[src/rtl/sync_fifo.sv]
// Single-clock FIFO with binary pointers, registered full/empty/count flags and sticky overflow/underflow.
// Define FIFO_FWFT_EN for first-word-fall-through reads; otherwise rdata is registered on each accepted read.
module sync_fifo #(
  parameter int DATASIZE   = 8,
  parameter int ADDRSIZE   = 4,
  parameter int AFULL_LVL  = (2**ADDRSIZE) - 2,
  parameter int AEMPTY_LVL = 2
) (
  input  logic                clk,
  input  logic                rst,
  input  logic                winc,
  input  logic [DATASIZE-1:0] wdata,
  input  logic                rinc,
  output logic [DATASIZE-1:0] rdata,
  output logic                wfull,
  output logic                rempty,
  output logic                almost_full,
  output logic                almost_empty,
  output logic [ADDRSIZE:0]   count,
  output logic                overflow,
  output logic                underflow
);

  localparam int              DEPTH    = 2**ADDRSIZE;
  localparam logic [ADDRSIZE:0] PTR_ONE  = 1;
  localparam logic [ADDRSIZE:0] AFULL_C  = AFULL_LVL[ADDRSIZE:0];
  localparam logic [ADDRSIZE:0] AEMPTY_C = AEMPTY_LVL[ADDRSIZE:0];

  logic [DATASIZE-1:0] mem_q [DEPTH];
  logic [ADDRSIZE:0]   wptr_q, wptr_d, rptr_q, rptr_d, count_q, count_d;
  logic                wfull_q, wfull_d, rempty_q, rempty_d;
  logic                overflow_q, overflow_d, underflow_q, underflow_d;
  logic                rd_acc, wr_acc;

  // A full FIFO still takes a write when a read frees the slot in the same cycle.
  always_comb begin
    rd_acc      = !rst && rinc && !rempty_q;
    wr_acc      = !rst && winc && (!wfull_q || rd_acc);
    wptr_d      = wr_acc ? wptr_q + PTR_ONE : wptr_q;
    rptr_d      = rd_acc ? rptr_q + PTR_ONE : rptr_q;
    count_d     = count_q;
    case ({wr_acc, rd_acc})
      2'b10:   count_d = count_q + PTR_ONE;
      2'b01:   count_d = count_q - PTR_ONE;
      default: count_d = count_q;
    endcase
    wfull_d     = (wptr_d[ADDRSIZE] != rptr_d[ADDRSIZE]) &&
                  (wptr_d[ADDRSIZE-1:0] == rptr_d[ADDRSIZE-1:0]);
    rempty_d    = (wptr_d == rptr_d);
    overflow_d  = overflow_q  || (winc && wfull_q && !rd_acc);
    underflow_d = underflow_q || (rinc && rempty_q);
  end

  always_ff @(posedge clk) begin
    if (rst) begin
      wptr_q      <= '0;
      rptr_q      <= '0;
      count_q     <= '0;
      wfull_q     <= 1'b0;
      rempty_q    <= 1'b1;
      overflow_q  <= 1'b0;
      underflow_q <= 1'b0;
    end else begin
      wptr_q      <= wptr_d;
      rptr_q      <= rptr_d;
      count_q     <= count_d;
      wfull_q     <= wfull_d;
      rempty_q    <= rempty_d;
      overflow_q  <= overflow_d;
      underflow_q <= underflow_d;
    end
  end

  always_ff @(posedge clk) begin
    if (wr_acc) mem_q[wptr_q[ADDRSIZE-1:0]] <= wdata;
  end

`ifdef FIFO_FWFT_EN
  assign rdata = mem_q[rptr_q[ADDRSIZE-1:0]];
`else
  logic [DATASIZE-1:0] rdata_q;
  always_ff @(posedge clk) begin
    if (rst)         rdata_q <= '0;
    else if (rd_acc) rdata_q <= mem_q[rptr_q[ADDRSIZE-1:0]];
  end
  assign rdata = rdata_q;
`endif

  assign wfull        = wfull_q;
  assign rempty       = rempty_q;
  assign count        = count_q;
  assign overflow     = overflow_q;
  assign underflow    = underflow_q;
  assign almost_full  = (count_q >= AFULL_C);
  assign almost_empty = (count_q <= AEMPTY_C);

endmodule
[config.mk]
export PLATFORM = sky130hd
export DESIGN_NAME = sync_fifo
export DESIGN_NICKNAME = d
export VERILOG_FILES = /design/src/rtl/sync_fifo.sv
export SDC_FILE = /design/constraint.sdc
export NUM_CORES = 1
export LEC_CHECK = 0
export BUFFER_PORTS_ARGS = -buffer_cell sky130_fd_sc_hd__clkbuf_2
export CAP_MARGIN = 20
export CORE_AREA = 2 2 101 103
export CTS_CLUSTER_DIAMETER = 80
export DETAILED_ROUTE_END_ITERATION = 8
export DIE_AREA = 0 0 103 105
export GPL_TIMING_DRIVEN = 0
export PLACE_DENSITY = 0.82
export SLEW_MARGIN = 30
export SYNTH_ARGS = -nofsm -noshare
export SYNTH_HDL_FRONTEND = slang
export SYNTH_SLANG_ARGS = --single-unit
[constraint.sdc]
create_clock -name clk -period 5.1 [get_ports clk]
set_input_delay 1.02 -clock clk [delete_from_list [all_inputs] [get_ports clk]]
set_output_delay 1.02 -clock clk [all_outputs]
set_load 0.02 [all_outputs]
==> results of run 1 <==
[cell families after synthesis]
group	after synthesis	synth area share (%)
AOI/OAI and AO/OA	58	5.88
xor gates and xnor gates	19	2.67
adders and majority gates	8	1.60
buffers and inverters	27	1.88
DFF	155	70.3
muxes	34	11.9
and+or+nand+nor	73	5.78
[worst paths after layout]
kind                 start        to  slack (ns)  depth (start not counted)
setup reg to reg    rempty  count[4]        1.90                         13
setup / recovery       rst  count[4]        1.72                         14
hold / removal    overflow  overflow        0.48                          2
hold reg to reg   overflow  overflow        0.48                          2
[registers in the layout, summed over array words and instances (netlist names)]
signal / flops
mem_q: 128
underflow: 1
count: 5
wptr_q: 5
rptr_q: 5
rempty: 1
wfull: 1
overflow: 1
rdata: 8
[per-stage QoR]
stage	worst slack (ns)	cells	instance area [sq um]
3_5_place_dp	1.27	537	6580
2_1_floorplan	1.85	374	6240
5_1_grt	1.41	569	7210
6_report	1.72	569	7210
4_1_cts	1.76	569	7210
3_3_place_gp	1.42	537	6560
[final cells by class]
| cell class | instances | area share (%) |
|---|---|---|
| inverters | 5 | 0.260 |
| repair buffers | 30 | 2.08 |
| clock buffers | 20 | 6.18 |
| plain buffers | 22 | 1.37 |
| flip-flops and latches | 155 | 60.8 |
| multi-input cells | 192 | 24.4 |
| clock inverters | 12 | 2.62 |
| well taps | 133 | 2.31 |
[power groups by stage]
stage / clock [W] / combinational (W) / sequential, W
floorplan: 0 / 0.000122 / 0.00143
global placement: 0 / 0.000185 / 0.00142
detailed placement: 0 / 0.000192 / 0.00142
CTS: 0.00133 / 0.000195 / 0.00140
global route: 0.00138 / 0.000211 / 0.00140
finish: 0.00131 / 0.000193 / 0.00140
[cells in the mapped netlist, types with 3 or more instances]
master    count  share of area, %
a22oi_1      16               1.9
xnor2_1      11               1.5
clkbuf_1      9              0.54
nor3_1        5              0.40
nand2b_1      4              0.40
buf_4         3              0.36
inv_1         5              0.30
xor2_1        8               1.1
buf_2         4              0.32
or3_1         3              0.30
edfxtp_1    128                62
nand2_1      11              0.66
ha_1          8               1.6
dfxtp_1      27               8.7
buf_1         6              0.36
nor2b_1       5              0.50
nor2_1       35               2.1
o21ai_0       4              0.32
mux4_2       32                12
a21oi_1      27               2.2
[worst min-delay path: cells and delay by family (launching register included)]
family / cells / cell delay (ns)
compound gates: 1 / 0.04
simple gates: 1 / 0.07
flops: 1 / 0.34
[per-layer routing]
layer  part of all wire, %  GRT usage (%)
met5                     0              0
met2                    52           42.0
met1                    40           35.1
met3                   7.1           6.09
met4                   1.3           9.21
==> results.cfg, run 1 <==
[final_layout]
most-common-layout-cells = edfxtp_1, nor2_1, mux4_2
final_common_cell = edfxtp_1
multi_input_area_sq_um = 1760
areaGrowthSynthToFinish_pct = 15.6
fillers = 593
fin_nets = 443
drive_above_1_share_pct = 25.2
antennaDiodeCount = 0
postLayoutCoreUtil_pct = 74.8
regArea_sq_um = 4380

[critical_path]
cp.arrival_ns = 3.83
slowest_stage = a21oi_1
crit_top_cell = a21oi_1
path_buf_inv = 4
cpPeakStageDelay_ns = 0.57
crit_type = primary input to flip-flop
cp-end-kind = flip-flop
crit_chain = clkbuf_2, nand2b_1, a21oi_1, inv_1, ha_1, clkbuf_1, xor2_1, ha_1, inv_1, o21ai_0, a21oi_1, a221oi_1, or3_1, a21oi_1
required_ns = 5.55
crit_fanout = 9
crit_family = compound AO/OA/AOI/OAI gates
startpoint_type = primary input

[global_route]
grt-ovfl-total = 0
grt.total_usage_pct = 26.1
grt_pass1_wl_mm = 19.7
grt_antenna_before_repair = 0
grt_pass1_vias = 3527
grt_max_degree = 17

[sta]
period_share_pct = 66.2
finalHoldViolCount = 0
fmax_mhz = 296
finClkSkew_ns = 0.00786
worstMarginPinSlew_ns = 0.906
slew_violations = 0
setup_viol = 0
final.setup.tns_ns = 0
holdWs_ns = 0.480
slew-limit-headroom_pct = 39.3
rsz0062_at_grt = no
min_period_ns = 3.38

[power]
p_seq_share_pct = 48.1
p_clk_share_pct = 45.2
peakVddDrop_uv = 325
total_power_w = 0.00290
p_int_w = 0.00229
p_per_area_nw_per_um2 = 403
power.switching_w = 0.000610
p_sw_share_pct = 21.0
p_leak_nw = 2.40
pwr-share-comb_pct = 6.7

[cts]
cts_resized = 0
h-tree-depth = 4
cts-root-buf = clkbuf_8
clock-sinks = 155
cts_tree = built
cts_buffer_depth = 2
cts_buffers = 17
path_clk_slew_ns = 0.06
post_cts_buffers = 0
cts-hold-fix-buffers = 0
clk_latency_ns = 0.52

[synthesis]
synth_edf_count = 128
synth_area_sq_um = 6240
syn_inst = 374
ys_async_sr_fraction_pct = 0
synth_seq_cells = 155
yosysSeqAreaShare_pct = 70.3
avgSynthCellArea_sq_um = 16.7
synth_warnings = 0
synth_flop_cell = edfxtp_1
yosys.cell_types.count = 41
syn-num-nets = 394

[routing]
via_count = 3475
wl_mm = 12.8
wl_per_cell_microns = 22.6
drt_first_pass_iters = 4
via_per_inst = 6.11
post-route-drc-count = 0
final_antenna_net_count = 0
drt-initial-drc-count = 329

[run_status]
status = completed

[flow_run]
maxCapViolations = 0

[place]
hpwl_mm = 8.07
port_buffers = 30
gp_congestion = 0.820

[floorplan]
start_util_pct = 64.7
ios = 31
die_width_microns = 103
rows = 36
die_area_sq_um = 10800
fp.dieH_microns = 105
coreArea_sq_um = 9640

[min_path]
hold_path_class = flip-flop to flip-flop
Power figures use the tool's default switching activity.
==> inputs of run 2 (changes only) <==
CORE_AREA = 2 2 110 112   (was 2 2 101 103)
DIE_AREA = 0 0 112 114   (was 0 0 103 105)
PLACE_DENSITY = 0.73   (was 0.82)
clock period = 2.98 ns   (was 5.1 ns; I/O delays follow)
==> results.cfg, run 2 (synthesis results as in run 1) <==
[floorplan]
fp.dieH_microns = 114
rows = 40
die_width_microns = 112
start_util_pct = 53.3
die_area_sq_um = 12800
coreArea_sq_um = 11700
ios = 31

[final_layout]
areaGrowthSynthToFinish_pct = 14.8
final_cells = 583
largest_register_ffs = 128
drive_above_1_share_pct = 25.5
antennaDiodeCount = 0
final_common_cell = edfxtp_1
fillers = 863
fin_nets = 443
most-common-layout-cells = edfxtp_1, nor2_1, mux4_2

[critical_path]
cpPeakStageDelay_ns = 0.37
r2r_start = rempty
startpoint_type = flip-flop
startpoint = rempty
path_buf_inv = 2
crit_type = flip-flop to flip-flop
crit_fanout = 9
slowest_stage = dfxtp_1
crit_family = compound AO/OA/AOI/OAI gates
crit_chain = nand2b_1, a21oi_4, inv_1, ha_1, clkbuf_1, xor2_1, ha_1, a21o_1, nand2_1, a21oi_1, a221oi_1, or3_1, a21oi_1
cp-end-kind = flip-flop
required_ns = 3.27
cp.arrival_ns = 3.03

[routing]
via_per_inst = 5.79
final_antenna_net_count = 0
drt_first_pass_iters = 5
wl_per_cell_microns = 20.8
drt-initial-drc-count = 277
post-route-drc-count = 0
wl_mm = 12.1
via_count = 3377

[sta]
rsz0062_at_grt = no
slew-limit-headroom_pct = 36.2
finalHoldViolCount = 0
finalWorstSetupSlack_ns = 0.241
finClkSkew_ns = 0.00696
fmax_mhz = 365
setup_viol = 0
slew_violations = 0
worstMarginPinSlew_ns = 0.953
min_period_ns = 2.74
period_share_pct = 91.9

[cts]
clock-sinks = 155
cts_buffer_depth = 2
path_clk_slew_ns = 0.06
cts-root-buf = clkbuf_16
clk_latency_ns = 0.42
cts_tree = built
h-tree-depth = 4
cts_buffers = 17

[global_route]
grt_max_degree = 17
grt_pass1_vias = 3295
grt.total_usage_pct = 20.1
grt_pass1_wl_mm = 18.7
grt_antenna_before_repair = 0
grt-ovfl-total = 0

[run_status]
status = completed

[min_path]
hold_start = rinc
hold_path_class = primary input to flip-flop

[place]
pre_cts_ws_ns = -0.439
dpl.cell_count = 551
gp_congestion = 0.788
port_buffers = 30
hpwl_mm = 7.85

[flow_run]
maxCapViolations = 0

[power]
peakVddDrop_uv = 418
p_leak_nw = 2.36
p_per_area_nw_per_um2 = 660
[run 2: cell types whose count changed in the layout (fill, tap and decap cells not counted)]
cell | before | now
clkbuf_8 | 3 | 0
clkinvlp_4 | 1 | 2
clkinv_4 | 6 | 4
inv_8 | 0 | 1
clkbuf_16 | 16 | 17
nor2_2 | 0 | 1
bufinv_16 | 4 | 1
clkinv_1 | 0 | 1
clkinv_2 | 0 | 4
a21oi_4 | 0 | 1
nor2_1 | 35 | 34
a21oi_1 | 27 | 26
[run 2: power by group]
| group | switching (W) | internal (W) | leakage, nW |
|---|---|---|---|
| sequential | 0.0000216 | 0.00237 | 1.37 |
| clock | 0.000863 | 0.00115 | 0.269 |
| combinational | 0.000184 | 0.000139 | 0.720 |
| total | 0.00107 | 0.00366 | 2.36 |
[run 2: repair_timing]
action	4_1_cts	5_1_grt
resized for setup	1	1
buffers inserted	0	0
hold buffers	0	0
setup endpoints to repair	1	2
pin swaps	0	1
[run 2: cell type report]
| class | instances | area, sq um | share of cell area, % |
|---|---|---|---|
| Multi-Input combinational cell | 192 | 1770 | 24.7 |
| Inverter | 5 | 18.8 | 0.262 |
| Tap cell | 147 | 184 | 2.57 |
| Buffer | 22 | 98.8 | 1.38 |
| Clock buffer | 18 | 429 | 5.99 |
| Sequential cell | 155 | 4380 | 61.2 |
| Clock inverter | 14 | 124 | 1.73 |
| Timing Repair Buffer | 30 | 150 | 2.10 |
[run 2: worst reg2reg max path: cells and delay by family, from the launching register on]
| kind | cells | cell delay (ns) |
|---|---|---|
| AOI/OAI and AO/OA | 5 | 0.87 |
| and+or+nand+nor | 3 | 0.45 |
| adders and majority gates | 2 | 0.44 |
| DFF | 1 | 0.37 |
| buffers and inverters | 2 | 0.29 |
| xor gates and xnor gates | 1 | 0.19 |
[run 2: final timing paths]
kind                            slack (ns)  cells past startpoint        end
worst max-delay path                  0.24                     13   count[4]
worst min-delay path                  0.45                      3  underflow
worst max register to register        0.24                     13   count[4]
worst min register to register        0.48                      2  underflow
[run 2: routing by layer]
layer	global-route usage, %	share of wire, %	vias to the layer above
met1	28.2	45	1701
met5	0	0	-
met3	4.84	5.7	14
met4	6.26	1.3	0
li1	-	-	1548
met2	31.8	48	114
[run 2: per-stage QoR]
stage	setup TNS (ns)	power, W	instance area (sq um)	util [%]	hold slack (ns)
floorplan	0	0.00266	6240	-	0.501
global placement	-6.68	0.00275	6570	56.1	0.449
detailed placement	-0.917	0.00276	6590	56.3	0.466
CTS	0	0.00475	7150	61.1	0.442
global route	0	0.00486	7160	61.1	0.456
finish	0	0.00473	7160	61.1	0.451
